File: config.mk
export PLATFORM = sky130hd
export DESIGN_NAME = video_adaptive_binarizer
export DESIGN_NICKNAME = d
export VERILOG_FILES = /design/src/rtl/video_adaptive_binarizer.sv
export SDC_FILE = /design/constraint.sdc
export NUM_CORES = 1
export LEC_CHECK = 0
export ABC_CLOCK_PERIOD_IN_PS = 9700
export BUFFER_PORTS_ARGS = -buffer_cell sky130_fd_sc_hd__buf_2
export CAP_MARGIN = 15
export CORE_ASPECT_RATIO = 1.1
export CORE_MARGIN = 2
export CORE_UTILIZATION = 40
export DETAILED_ROUTE_END_ITERATION = 8
export GPL_TIMING_DRIVEN = 0
export SYNTH_ARGS = -nofsm -noshare
export SYNTH_HDL_FRONTEND = slang
export SYNTH_SLANG_ARGS = --single-unit
File: constraint.sdc
create_clock -name clk -period 9.7 [get_ports clk]
set_clock_uncertainty 0.2 [all_clocks]
set_input_delay 1.94 -clock clk [delete_from_list [all_inputs] [get_ports clk]]
set_output_delay 1.94 -clock clk [all_outputs]
set_load 0.02 [all_outputs]
File: src/rtl/video_adaptive_binarizer.sv
// RGB-to-luminance binarizer with fixed, adaptive (previous-frame mean), inverted and gray modes.
// Fixed 3-cycle pixel pipeline; the frame mean comes from a serial divider started at each vsync rise.
module video_adaptive_binarizer #(
  parameter int DATA_W      = 8,
  parameter int PIX_CNT_W   = 22,
  parameter int INIT_THRESH = 2 ** (DATA_W - 1)
) (
  input  logic                  clk,
  input  logic                  rst,
  input  logic [1:0]            cfg_mode,
  input  logic [DATA_W-1:0]     cfg_threshold,
  input  logic                  pre_image_vsync,
  input  logic                  pre_image_clken,
  input  logic                  pre_data_valid,
  input  logic [3*DATA_W-1:0]   pre_image_data,
  output logic                  pos_image_vsync,
  output logic                  pos_image_clken,
  output logic                  pos_data_valid,
  output logic [3*DATA_W-1:0]   pos_image_data,
  output logic [DATA_W-1:0]     frame_mean,
  output logic                  mean_valid
);
  localparam int SUM_W  = DATA_W + PIX_CNT_W;
  localparam int PROD_W = DATA_W + 8;
  localparam int CNT_W  = $clog2(SUM_W);
  localparam logic [PIX_CNT_W-1:0] CNT_MAX = '1;

  typedef enum logic [1:0] {IDLE = 2'd0, DIV = 2'd1, DONE = 2'd2} div_state_t;

  logic [2:0]           vsync_sr_r, clken_sr_r, valid_sr_r;
  logic [PROD_W-1:0]    r_prod_r, g_prod_r, b_prod_r, y_sum_s;
  logic [DATA_W-1:0]    y_r, thr_s;
  logic                 hit_s;
  logic [3*DATA_W-1:0]  out_data_s, out_data_r;
  logic                 vsync_prev_r, frame_armed_r, boundary_s, start_s;
  logic [1:0]           shadow_mode_r;
  logic [DATA_W-1:0]    shadow_thr_r;
  logic [SUM_W-1:0]     pix_sum_r, quo_r;
  logic [PIX_CNT_W-1:0] pix_cnt_r, rem_r, divisor_r, rem_s;
  logic [PIX_CNT_W:0]   trial_s;
  logic                 q_bit_s;
  logic [CNT_W-1:0]     bit_cnt_r;
  div_state_t           state_r, state_s;
  logic [DATA_W-1:0]    frame_mean_r, mean_sat_s;
  logic                 mean_valid_r;

  assign boundary_s = pre_image_vsync & ~vsync_prev_r;
  assign start_s    = boundary_s & frame_armed_r & (pix_cnt_r != '0);
  assign y_sum_s    = r_prod_r + g_prod_r + b_prod_r;

  // Stream control delay line, kept in lockstep with the three data stages
  always_ff @(posedge clk or posedge rst) begin
    if (rst) begin
      vsync_sr_r <= 3'b000;
      clken_sr_r <= 3'b000;
      valid_sr_r <= 3'b000;
    end else begin
      vsync_sr_r <= {vsync_sr_r[1:0], pre_image_vsync};
      clken_sr_r <= {clken_sr_r[1:0], pre_image_clken};
      valid_sr_r <= {valid_sr_r[1:0], pre_data_valid};
    end
  end

  // Stages 1 and 2: weighted products, then luminance; weights sum to 256
  always_ff @(posedge clk or posedge rst) begin
    if (rst) begin
      r_prod_r <= '0;
      g_prod_r <= '0;
      b_prod_r <= '0;
      y_r      <= '0;
    end else begin
      r_prod_r <= PROD_W'(pre_image_data[3*DATA_W-1 -: DATA_W]) * PROD_W'(77);
      g_prod_r <= PROD_W'(pre_image_data[2*DATA_W-1 -: DATA_W]) * PROD_W'(150);
      b_prod_r <= PROD_W'(pre_image_data[DATA_W-1:0]) * PROD_W'(29);
      y_r      <= DATA_W'(y_sum_s >> 8);
    end
  end

  // Stage 3 decision; adaptive mode reads the live frame mean
  always_comb begin
    thr_s      = shadow_thr_r;
    out_data_s = '0;
    if (shadow_mode_r == 2'd1) thr_s = frame_mean_r;
    else                       thr_s = shadow_thr_r;
    hit_s = (y_r >= thr_s);
    if (valid_sr_r[1]) begin
      case (shadow_mode_r)
        2'd0, 2'd1: out_data_s = {(3*DATA_W){hit_s}};
        2'd2:       out_data_s = {(3*DATA_W){~hit_s}};
        2'd3:       out_data_s = {y_r, y_r, y_r};
        default:    out_data_s = '0;
      endcase
    end else begin
      out_data_s = '0;
    end
  end

  // Stage 3 output register
  always_ff @(posedge clk or posedge rst) begin
    if (rst) out_data_r <= '0;
    else     out_data_r <= out_data_s;
  end

  // Frame boundary bookkeeping: config shadows and the luminance accumulator.
  // The pixel sitting in stage 2 on the boundary cycle opens the new frame.
  always_ff @(posedge clk or posedge rst) begin
    if (rst) begin
      vsync_prev_r  <= 1'b0;
      frame_armed_r <= 1'b0;
      shadow_mode_r <= 2'd0;
      shadow_thr_r  <= DATA_W'(INIT_THRESH);
      pix_sum_r     <= '0;
      pix_cnt_r     <= '0;
    end else begin
      vsync_prev_r <= pre_image_vsync;
      if (boundary_s) begin
        frame_armed_r <= 1'b1;
        shadow_mode_r <= cfg_mode;
        shadow_thr_r  <= cfg_threshold;
        pix_sum_r     <= valid_sr_r[1] ? SUM_W'(y_r) : '0;
        pix_cnt_r     <= valid_sr_r[1] ? PIX_CNT_W'(1) : '0;
      end else if (valid_sr_r[1] && (pix_cnt_r != CNT_MAX)) begin
        pix_sum_r <= pix_sum_r + SUM_W'(y_r);
        pix_cnt_r <= pix_cnt_r + PIX_CNT_W'(1);
      end
    end
  end

  // Divider state register
  always_ff @(posedge clk or posedge rst) begin
    if (rst) state_r <= IDLE;
    else     state_r <= state_s;
  end

  // Divider next state: a new boundary always restarts (or cancels) the division
  always_comb begin
    state_s = state_r;
    case (state_r)
      IDLE: begin
        if (start_s) state_s = DIV;
        else         state_s = IDLE;
      end
      DIV: begin
        if (boundary_s)                           state_s = start_s ? DIV : IDLE;
        else if (bit_cnt_r == CNT_W'(SUM_W - 1)) state_s = DONE;
        else                                      state_s = DIV;
      end
      DONE:    state_s = start_s ? DIV : IDLE;
      default: state_s = IDLE;
    endcase
  end

  // One restoring shift-subtract step and quotient saturation
  always_comb begin
    trial_s = {rem_r, quo_r[SUM_W-1]};
    q_bit_s = (trial_s >= {1'b0, divisor_r});
    if (q_bit_s) rem_s = PIX_CNT_W'(trial_s - {1'b0, divisor_r});
    else         rem_s = trial_s[PIX_CNT_W-1:0];
    if (|quo_r[SUM_W-1:DATA_W]) mean_sat_s = '1;
    else                        mean_sat_s = quo_r[DATA_W-1:0];
  end

  // Divider datapath and frame-mean publication
  always_ff @(posedge clk or posedge rst) begin
    if (rst) begin
      quo_r        <= '0;
      rem_r        <= '0;
      divisor_r    <= '0;
      bit_cnt_r    <= '0;
      frame_mean_r <= DATA_W'(INIT_THRESH);
      mean_valid_r <= 1'b0;
    end else begin
      mean_valid_r <= 1'b0;
      if (start_s) begin
        quo_r     <= pix_sum_r;
        divisor_r <= pix_cnt_r;
        rem_r     <= '0;
        bit_cnt_r <= '0;
      end else if (state_r == DIV) begin
        quo_r     <= {quo_r[SUM_W-2:0], q_bit_s};
        rem_r     <= rem_s;
        bit_cnt_r <= bit_cnt_r + CNT_W'(1);
      end
      if (state_r == DONE) begin
        frame_mean_r <= mean_sat_s;
        mean_valid_r <= 1'b1;
      end
    end
  end

  assign pos_image_vsync = vsync_sr_r[2];
  assign pos_image_clken = clken_sr_r[2];
  assign pos_data_valid  = valid_sr_r[2];
  assign pos_image_data  = out_data_r;
  assign frame_mean      = frame_mean_r;
  assign mean_valid      = mean_valid_r;
endmodule

==> reports/results.md, run 1 <==
## Synthesis
- 0.155 — Simple-Gate Fraction of Synth Area
- 9.52 sq um — post-synthesis area per instance
- dfrtp_1 38%, ha_1 14%, fa_1 5.6%, nand2_1 5.0%, inv_1 3.4% — ranking of synthesized cells by area
- dfrtp_1 — post-synthesis cell type with the largest combined area
- 1736 — net count after synthesis
- 0.145 — compound-gate portion of the synthesized area
- 0.0515 — share of the synthesized netlist area taken by xor and xnor gates
- 1502 — post-synthesis instance total
- 0.383 — area share of the largest cell type after synthesis
- 0.192 — area share of fa/ha/maj cells after synthesis
- adder cells — largest family of logic cells by synthesized area
- 1.00 — Synth async-reset ratio
- dfrtp_1 — primary flip-flop cell chosen by synthesis mapping
- 77 — number of distinct library cells after synthesis
- 0.387 — part of the Yosys area used for sequential elements
- 221 — Yosys reg bits
- 0 — Yosys warning total
- 0.00989 — share of cell area taken by muxes after synthesis
- 0 — number of enable flip-flop cells after synthesis
- 0.0143 sq mm — cell area after technology mapping

## Setup path
- input pin to flop — type of the worst setup path
- 5930 ps — internal reg-to-reg setup slack
- 4 — maximum fanout encountered on the critical timing path
- pre_image_data[20] — start point of the critical path
- pos_image_data[19]$_DFF_PP0_ — capture instance of the worst register-to-register path
- shadow_mode_r[1]$_DFFE_PP0P_ — worst reg2reg startpoint
- 9890 ps — data required time at the worst endpoint
- input pin — critical path startpoint category
- 12 — depth of the worst register-to-register path
- 5390 ps — Worst EP arrival
- flop — endpoint class of the critical path

## Status
- complete, no violations — outcome

## Cells and area
- 3355 — fillcell total
- 0.112 — fraction of layout instances using a drive strength above 1
- 1841 — net count of the finished layout
- 0 — Inserted Diodes
- 0.462 — utilization after layout
- 13.7% — Layout Area Growth over Synthesis

## Timing
- no — unrepaired setup endpoints after global routing
- 0.536 — fin crit share
- 0 — # setup viols final
- 192 MHz — highest achievable clock rate
- 5200 ps — final critical delay including setup and external delays
- 150 ps — hold slack
- 0 — endpoints failing hold
- 0 — Slew Viols, Final
- 1090 ps — worst-margin pin slew
- 0.270 — worst slew slack as a fraction of its limit

## Power and ir drop
- 299 mW/mm^2 — power density over the cells
- 0.00773 uW — static leakage
- 0.153 mV — worst-case vdd ir drop

## Clock tree
- 60 ps — clock-pin slew on the worst setup and hold paths
- 221 — total clock sinks
- 0 — hold_buf cts
- 550 ps — worst skew pair latency
- 1 — CTS HTree Levels
- 0 — PostCTS Resize Cnt
- 3 — number of buffers on the longest clock path
- built — CTS tree
- clkbuf_16 — root buf cell
- 28 — number of buffers created by CTS
- 0 — number of buffers inserted by post-CTS setup repair

## Route
- 33400 um — total detailed-routing wirelength
- 0 — antenna violation net count after detailed routing
- 11000 — count of vias placed by the detailed router
- 15.8 um — routed wire length per instance
- 5.20 — DR vias/cell
- 0 — drc violations
- 6 — number of iterations in the first detailed-routing pass
- 586 — Starting DRT DRC Count

## Global routing
- 0 — global-route congestion overflow total
- 56300 um — global-route wire length before repair
- 131 — maximum number of pins on one net before global-route repair
- 0 — initial antenna violation count
- 0.186 — global-route usage over all layers
- 11200 — number of global-route vias before repair

## Worst hold path
- 0 — worst hold path stage count
- clken_sr_r[1]$_DFF_PP0_ — startpoint of the worst hold path
- clken_sr_r[2]$_DFF_PP0_ — end point of the most critical hold path
- flop to flop — worst min path class

## Run
- 0 — number of max-cap violations

## Floorplanning
- 0.0352 sq mm — placeable core area
- 0.406 — Starting Density
- 0.0373 sq mm — Die ar.
- 75 — top-level port count
- 202 um — chip height
- 72 — floorplan row count
- 184 um — horizontal extent of the die

## Place
- 74 — number of buffer cells added on primary ports
- 0.859 — weighted congestion at the end of routability-driven global placement
- 25000 um — dpl hpwl

[Yosys cell counts (9+ instances only)]
library cell	count
xnor2_1	50
buf_4	16
nand3_1	22
inv_1	129
ha_1	155
nor2b_1	11
a21o_1	21
o21bai_1	12
mux2i_1	13
xor2_1	34
a31oi_1	38
a311oi_1	9
or3_1	14
and3_1	14
o21a_1	12
nand2_1	192
fa_1	40
nand2b_1	13
nor4_1	18
a211oi_1	16
clkbuf_1	34
nor3_1	27
a21oi_1	59
dfrtp_1	219
buf_2	14
nor2_1	123
nand4_1	16
o21ai_0	81
[per-layer routing]
metal | wire, um | vias to the layer above | global-route usage
li1 | - | 5401 | -
met1 | 15500 | 5313 | 0.250
met2 | 15900 | 215 | 0.315
met3 | 1250 | 51 | 0.0225
met4 | 797 | 0 | 0.0540
met5 | 0 | - | 0
[where the power goes]
part	internal, uW	total, uW	leakage (uW)	switching [uW]
registers	1190	1400	0.00278	215
logic	1040	2410	0.00450	1370
clock network	632	1050	0.000456	417
[logic make-up (layout without fill, tap and decap cells)]
kind of cell,after synthesis,count (layout)
AO/OA/AOI/OAI,307,307
buffers and inverters,201,328
AND/OR/NAND/NOR,480,480
flip-flops,221,221
multiplexers,14,14
adder cells (fa/ha/maj),195,195
XOR/XNOR,84,84
[sequential cells by signal, indices dropped and copies added (netlist names), 3 cells and up]
register	count
pos_image_data	8
frame_mean	8
b_prod_r	13
g_prod_r	15
clken_sr_r	3
rem_r	22
y_r	8
pix_sum_r	30
vsync_sr_r	3
r_prod_r	15
shadow_thr_r	8
bit_cnt_r	5
divisor_r	22
pix_cnt_r	22
valid_sr_r	3
quo_r	30
[worst max-delay path, stage by stage]
cell and delay [ps]:
buf_2 130, ha_1 290, ha_1 270, inv_1 50, fa_1 500, fa_1 510
inv_1 40, ha_1 310, a21boi_0 150, o21ai_0 220, a21boi_0 150, o21ai_0 230
nand2_1 110, o311ai_0 470
[through the flow]
step / setup TNS (ps) / power (uW) / setup slack [ps] / area, sq um / instances
final: 0 / 4860 / 4500 / 16300 / 2110
after global routing: 0 / 5310 / 4180 / 16300 / 2110
after CTS: 0 / 4900 / 4500 / 16300 / 2110
after detailed placement: 0 / 3820 / 3920 / 15300 / 2058
after global placement: -261840 / 3760 / -1220 / 15300 / 2057
after floorplan: 0 / 3210 / 1510 / 14300 / 1502
[final cells by class]
class	instances	area, sq um	share of cell area
sequential	221	5530	0.340
buffer	72	387	0.0238
clock inverter	15	160	0.00985
inverter	129	492	0.0302
tap	481	602	0.0370
multi-input combinational	1080	7890	0.485
clock buffer	37	795	0.0489
timing repair buffer	75	398	0.0245
[cell usage in the layout, fill, tap and decap left out, drive strengths merged, types with 21 or more instances in the layout]
| cell type | n |
|---|---|
| dfrtp | 219 |
| nand2 | 192 |
| ha | 155 |
| inv | 130 |
| nor2 | 124 |
| buf | 112 |
| o21ai | 83 |
| clkbuf | 72 |
| a21oi | 60 |
| xnor2 | 50 |
| fa | 40 |
| a31oi | 39 |
| xor2 | 34 |
| nor3 | 27 |
| nand3 | 23 |
| a21o | 21 |
[worst max path at each step]
stage                                    to  slack, ps  depth (start not counted)
2_1_floorplan         b_prod_r[0]$_DFF_PP0_       1510                          1
3_3_place_gp   shadow_mode_r[1]$_DFFE_PP0P_      -1220                          2
3_5_place_dp         r_prod_r[13]$_DFF_PP0_       3920                         14
4_1_cts              r_prod_r[13]$_DFF_PP0_       4500                         14
5_1_grt              r_prod_r[13]$_DFF_PP0_       4180                         14
6_report             r_prod_r[13]$_DFF_PP0_       4500                         14
Power figures use the tool's default switching activity.
==> run 2, diff against run 1 <==
- ABC_CLOCK_PERIOD_IN_PS: 9700 -> 5100
- clock period: 9.7 -> 5.1 ns (I/O delays scaled with it)
==> run 2 against run 1 <==
  * Worst hold slack about the same
  * Setup slack got worse by 3600 ps
  * Sequential power increased by 91%
  * Wire length increased by 0.22%
  * First-iteration DRC count decreased by 13%
  * Final cell count about the same
  * Critical path depth unchanged
  * Register-to-register slack got worse by 4600 ps
  * Clock-buffer cell count increased by 1
  * Clock power increased by 92%
  * Total power increased by 91%
  * Sequential share of layout area decreased by 0.17 points
==> reports/results.md, run 2 (synthesis gave the netlist of run 1 again) <==
## Status
- complete, no violations — outcome, unchanged

## Floorplanning
- 75 — top-level port count, unchanged
- 0.0352 sq mm — placeable core area, unchanged
- 184 um — horizontal extent of the die, unchanged
- 72 — floorplan row count, unchanged
- 202 um — chip height, unchanged
- 0.406 — Starting Density, unchanged
- 0.0373 sq mm — Die ar., unchanged

## Timing
- 4180 ps — final critical delay including setup and external delays
- 919 ps — Worst Setup Slack, final, was 4500 ps
- no — unrepaired setup endpoints after global routing, unchanged
- 0.820 — fin crit share
- 0.212 — worst slew slack as a fraction of its limit, was 0.270
- 239 MHz — highest achievable clock rate
- 0 — Slew Viols, Final, unchanged
- 1170 ps — worst-margin pin slew, was 1090 ps
- 0 — endpoints failing hold, unchanged
- 0 — # setup viols final, unchanged

## Global routing
- 11400 — number of global-route vias before repair, was 11200
- 0.187 — global-route usage over all layers, was 0.186
- 43 — maximum number of pins on one net before global-route repair, was 131
- 0 — global-route congestion overflow total, unchanged
- 56600 um — global-route wire length before repair, was 56300 um
- 0 — initial antenna violation count, unchanged

## Cells and area
- pix_sum_r: 30 flops, quo_r: 30 flops — largest registers, unchanged
- 219 x dfrtp_1, 192 x nand2_1, 155 x ha_1 — most used cells in the layout excluding fill and tap cells, unchanged
- 0.464 — utilization after layout, was 0.462
- 3350 — fillcell total, was 3355
- 0.112 — fraction of layout instances using a drive strength above 1, about the same
- 0 — Inserted Diodes, unchanged
- 0.00553 sq mm — FF/Latch Area, unchanged
- 2112 — final cell count without fillers, was 2110
- 1845 — net count of the finished layout, was 1841
- 0.0163 sq mm — post-route cell area, about the same
- dfrtp_1 — most common library cell in the layout ignoring fill and taps, unchanged
- 0.00789 sq mm — area occupied by multi-input gates, unchanged
- 14.3% — Layout Area Growth over Synthesis, was 13.7%

## Worst hold path
- flop to flop — worst min path class, unchanged

## Setup path
- 4 — maximum fanout encountered on the critical timing path, unchanged
- input pin — critical path startpoint category, unchanged
- 510 ps — CP peak stage delay, about the same
- 4400 ps — Worst EP arrival, was 5390 ps
- 3 — crit path buf inv count, unchanged
- fa_1 — CP max-delay cell, unchanged
- input pin to flop — type of the worst setup path, unchanged
- 5320 ps — data required time at the worst endpoint, was 9890 ps
- flop — endpoint class of the critical path, unchanged
- ha_1 — most numerous cell on the critical path, unchanged
- adder cells — kind of cell with the highest combined delay on the critical path, unchanged
- buf_2 > ha_1 > ha_1 > inv_1 > fa_1 > fa_1 > inv_1 > ha_1 > a21boi_0 > o21ai_0 > a21boi_0 > o21ai_0 > nand2_1 > o311ai_0 — CP Cell Sequence, unchanged

## Route
- met4 — highest signal layer in the routed design, unchanged
- 997 um — met3 wire len, was 1250 um
- 0 — antenna violation net count after detailed routing, unchanged
- 33500 um — total detailed-routing wirelength, was 33400 um
- 15.9 um — routed wire length per instance, was 15.8 um
- 5.20 — DR vias/cell, about the same
- 0 — drc violations, unchanged
- 16400 um — met2 wire len, was 15900 um
- 4 — number of iterations in the first detailed-routing pass, was 6
- 511 — Starting DRT DRC Count, was 586
- 11000 — count of vias placed by the detailed router, about the same
- 15300 um — Met1 Wirelength, was 15500 um

## Clock tree
- 1 — CTS HTree Levels, unchanged
- 0 — hold_buf cts, unchanged
- 3 — number of buffers on the longest clock path, unchanged
- 550 ps — worst skew pair latency, about the same
- 60 ps — clock-pin slew on the worst setup and hold paths, about the same
- 0 — PostCTS Resize Cnt, unchanged
- built — CTS tree, unchanged
- 27 — number of buffers created by CTS, was 28
- 221 — total clock sinks, unchanged
- clkbuf_16 — root buf cell, unchanged
- 0 — number of buffers inserted by post-CTS setup repair, unchanged

## Power and ir drop
- 0.495 — Comb power frac, was 0.496
- 569 mW/mm^2 — power density over the cells, was 299 mW/mm^2
- 0.411 — switching power as a share of total power, was 0.413
- 0.00778 uW — static leakage, was 0.00773 uW
- 0.288 — proportion of power drawn by flip-flops and latches, about the same
- 0.217 — portion of total power attributed to the clock network, was 0.216
- 3820 uW — net switching power of the design, was 2010 uW
- 0.277 mV — worst-case vdd ir drop, was 0.153 mV
- 5480 uW — Pint, was 2860 uW

## Place
- 0.859 — weighted congestion at the end of routability-driven global placement, about the same
- 365 ps — dpl ws, was 3920 ps
- 25500 um — dpl hpwl, was 25000 um
- 0.0154 sq mm — placement-stage cell area, was 0.0153 sq mm
- 2063 — Placed Instances, was 2058
- 74 — number of buffer cells added on primary ports, unchanged

## Run
- 0 — number of max-cap violations, unchanged

==> run 2: worst register-to-register path: cells and delay by family, from the launching register on <==
kind	cells	cell delay [ps]
AOI/OAI and AO/OA	7	1590
buffers and inverters	1	460
DFF	1	420
muxes	1	420
and+or+nand+nor	2	270
adders and majority gates	1	270
==> run 2: through the flow <==
step | total power [uW] | setup TNS [ps] | hold slack [ps]
5_1_grt | 10100 | 0 | 158
2_1_floorplan | 6110 | 0 | 131
3_3_place_gp | 7160 | -102450 | 133
3_5_place_dp | 7280 | 0 | 139
6_report | 9290 | 0 | 150
4_1_cts | 9360 | 0 | 151
==> run 2: path summary, 6_finish.rpt <==
| path | depth (start not counted) | startpoint | end | slack (ps) |
|---|---|---|---|---|
| min in group asynchronous | 2 | rst | b_prod_r[1]$_DFF_PP0_ | 440 |
| min | 0 | clken_sr_r[1]$_DFF_PP0_ | clken_sr_r[2]$_DFF_PP0_ | 150 |
| max | 14 | pre_image_data[20] | r_prod_r[13]$_DFF_PP0_ | 920 |
| max in group asynchronous | 4 | rst | shadow_thr_r[7]$_DFFE_PP1P_ | 3280 |
| max reg2reg | 12 | shadow_mode_r[1]$_DFFE_PP0P_ | pos_image_data[20]$_DFF_PP0_ | 1350 |
| min reg2reg | 0 | clken_sr_r[1]$_DFF_PP0_ | clken_sr_r[2]$_DFF_PP0_ | 150 |
==> run 2: layer usage <==
metal | vias up | global-route usage
met4 | 0 | 0.0551
met3 | 57 | 0.0220
li1 | 5411 | -
met5 | - | 0
met2 | 172 | 0.321
met1 | 5332 | 0.248
==> run 2: power by group through the flow <==
stage | Combinational (uW) | Sequential (uW) | Clock [uW]
floorplan | 3520 | 2590 | 0
global placement | 4470 | 2690 | 0
detailed placement | 4580 | 2700 | 0
CTS | 4620 | 2670 | 2070
global route | 5250 | 2740 | 2160
finish | 4600 | 2670 | 2020
==> run 2: layout make-up <==
type	count	share of cell area
well taps	481	0.0368
clock buffers	38	0.0482
inverters	129	0.0299
clock inverters	11	0.00988
repair buffers	80	0.0300
multi-input cells	1080	0.483
plain buffers	72	0.0237
flip-flops and latches	221	0.339
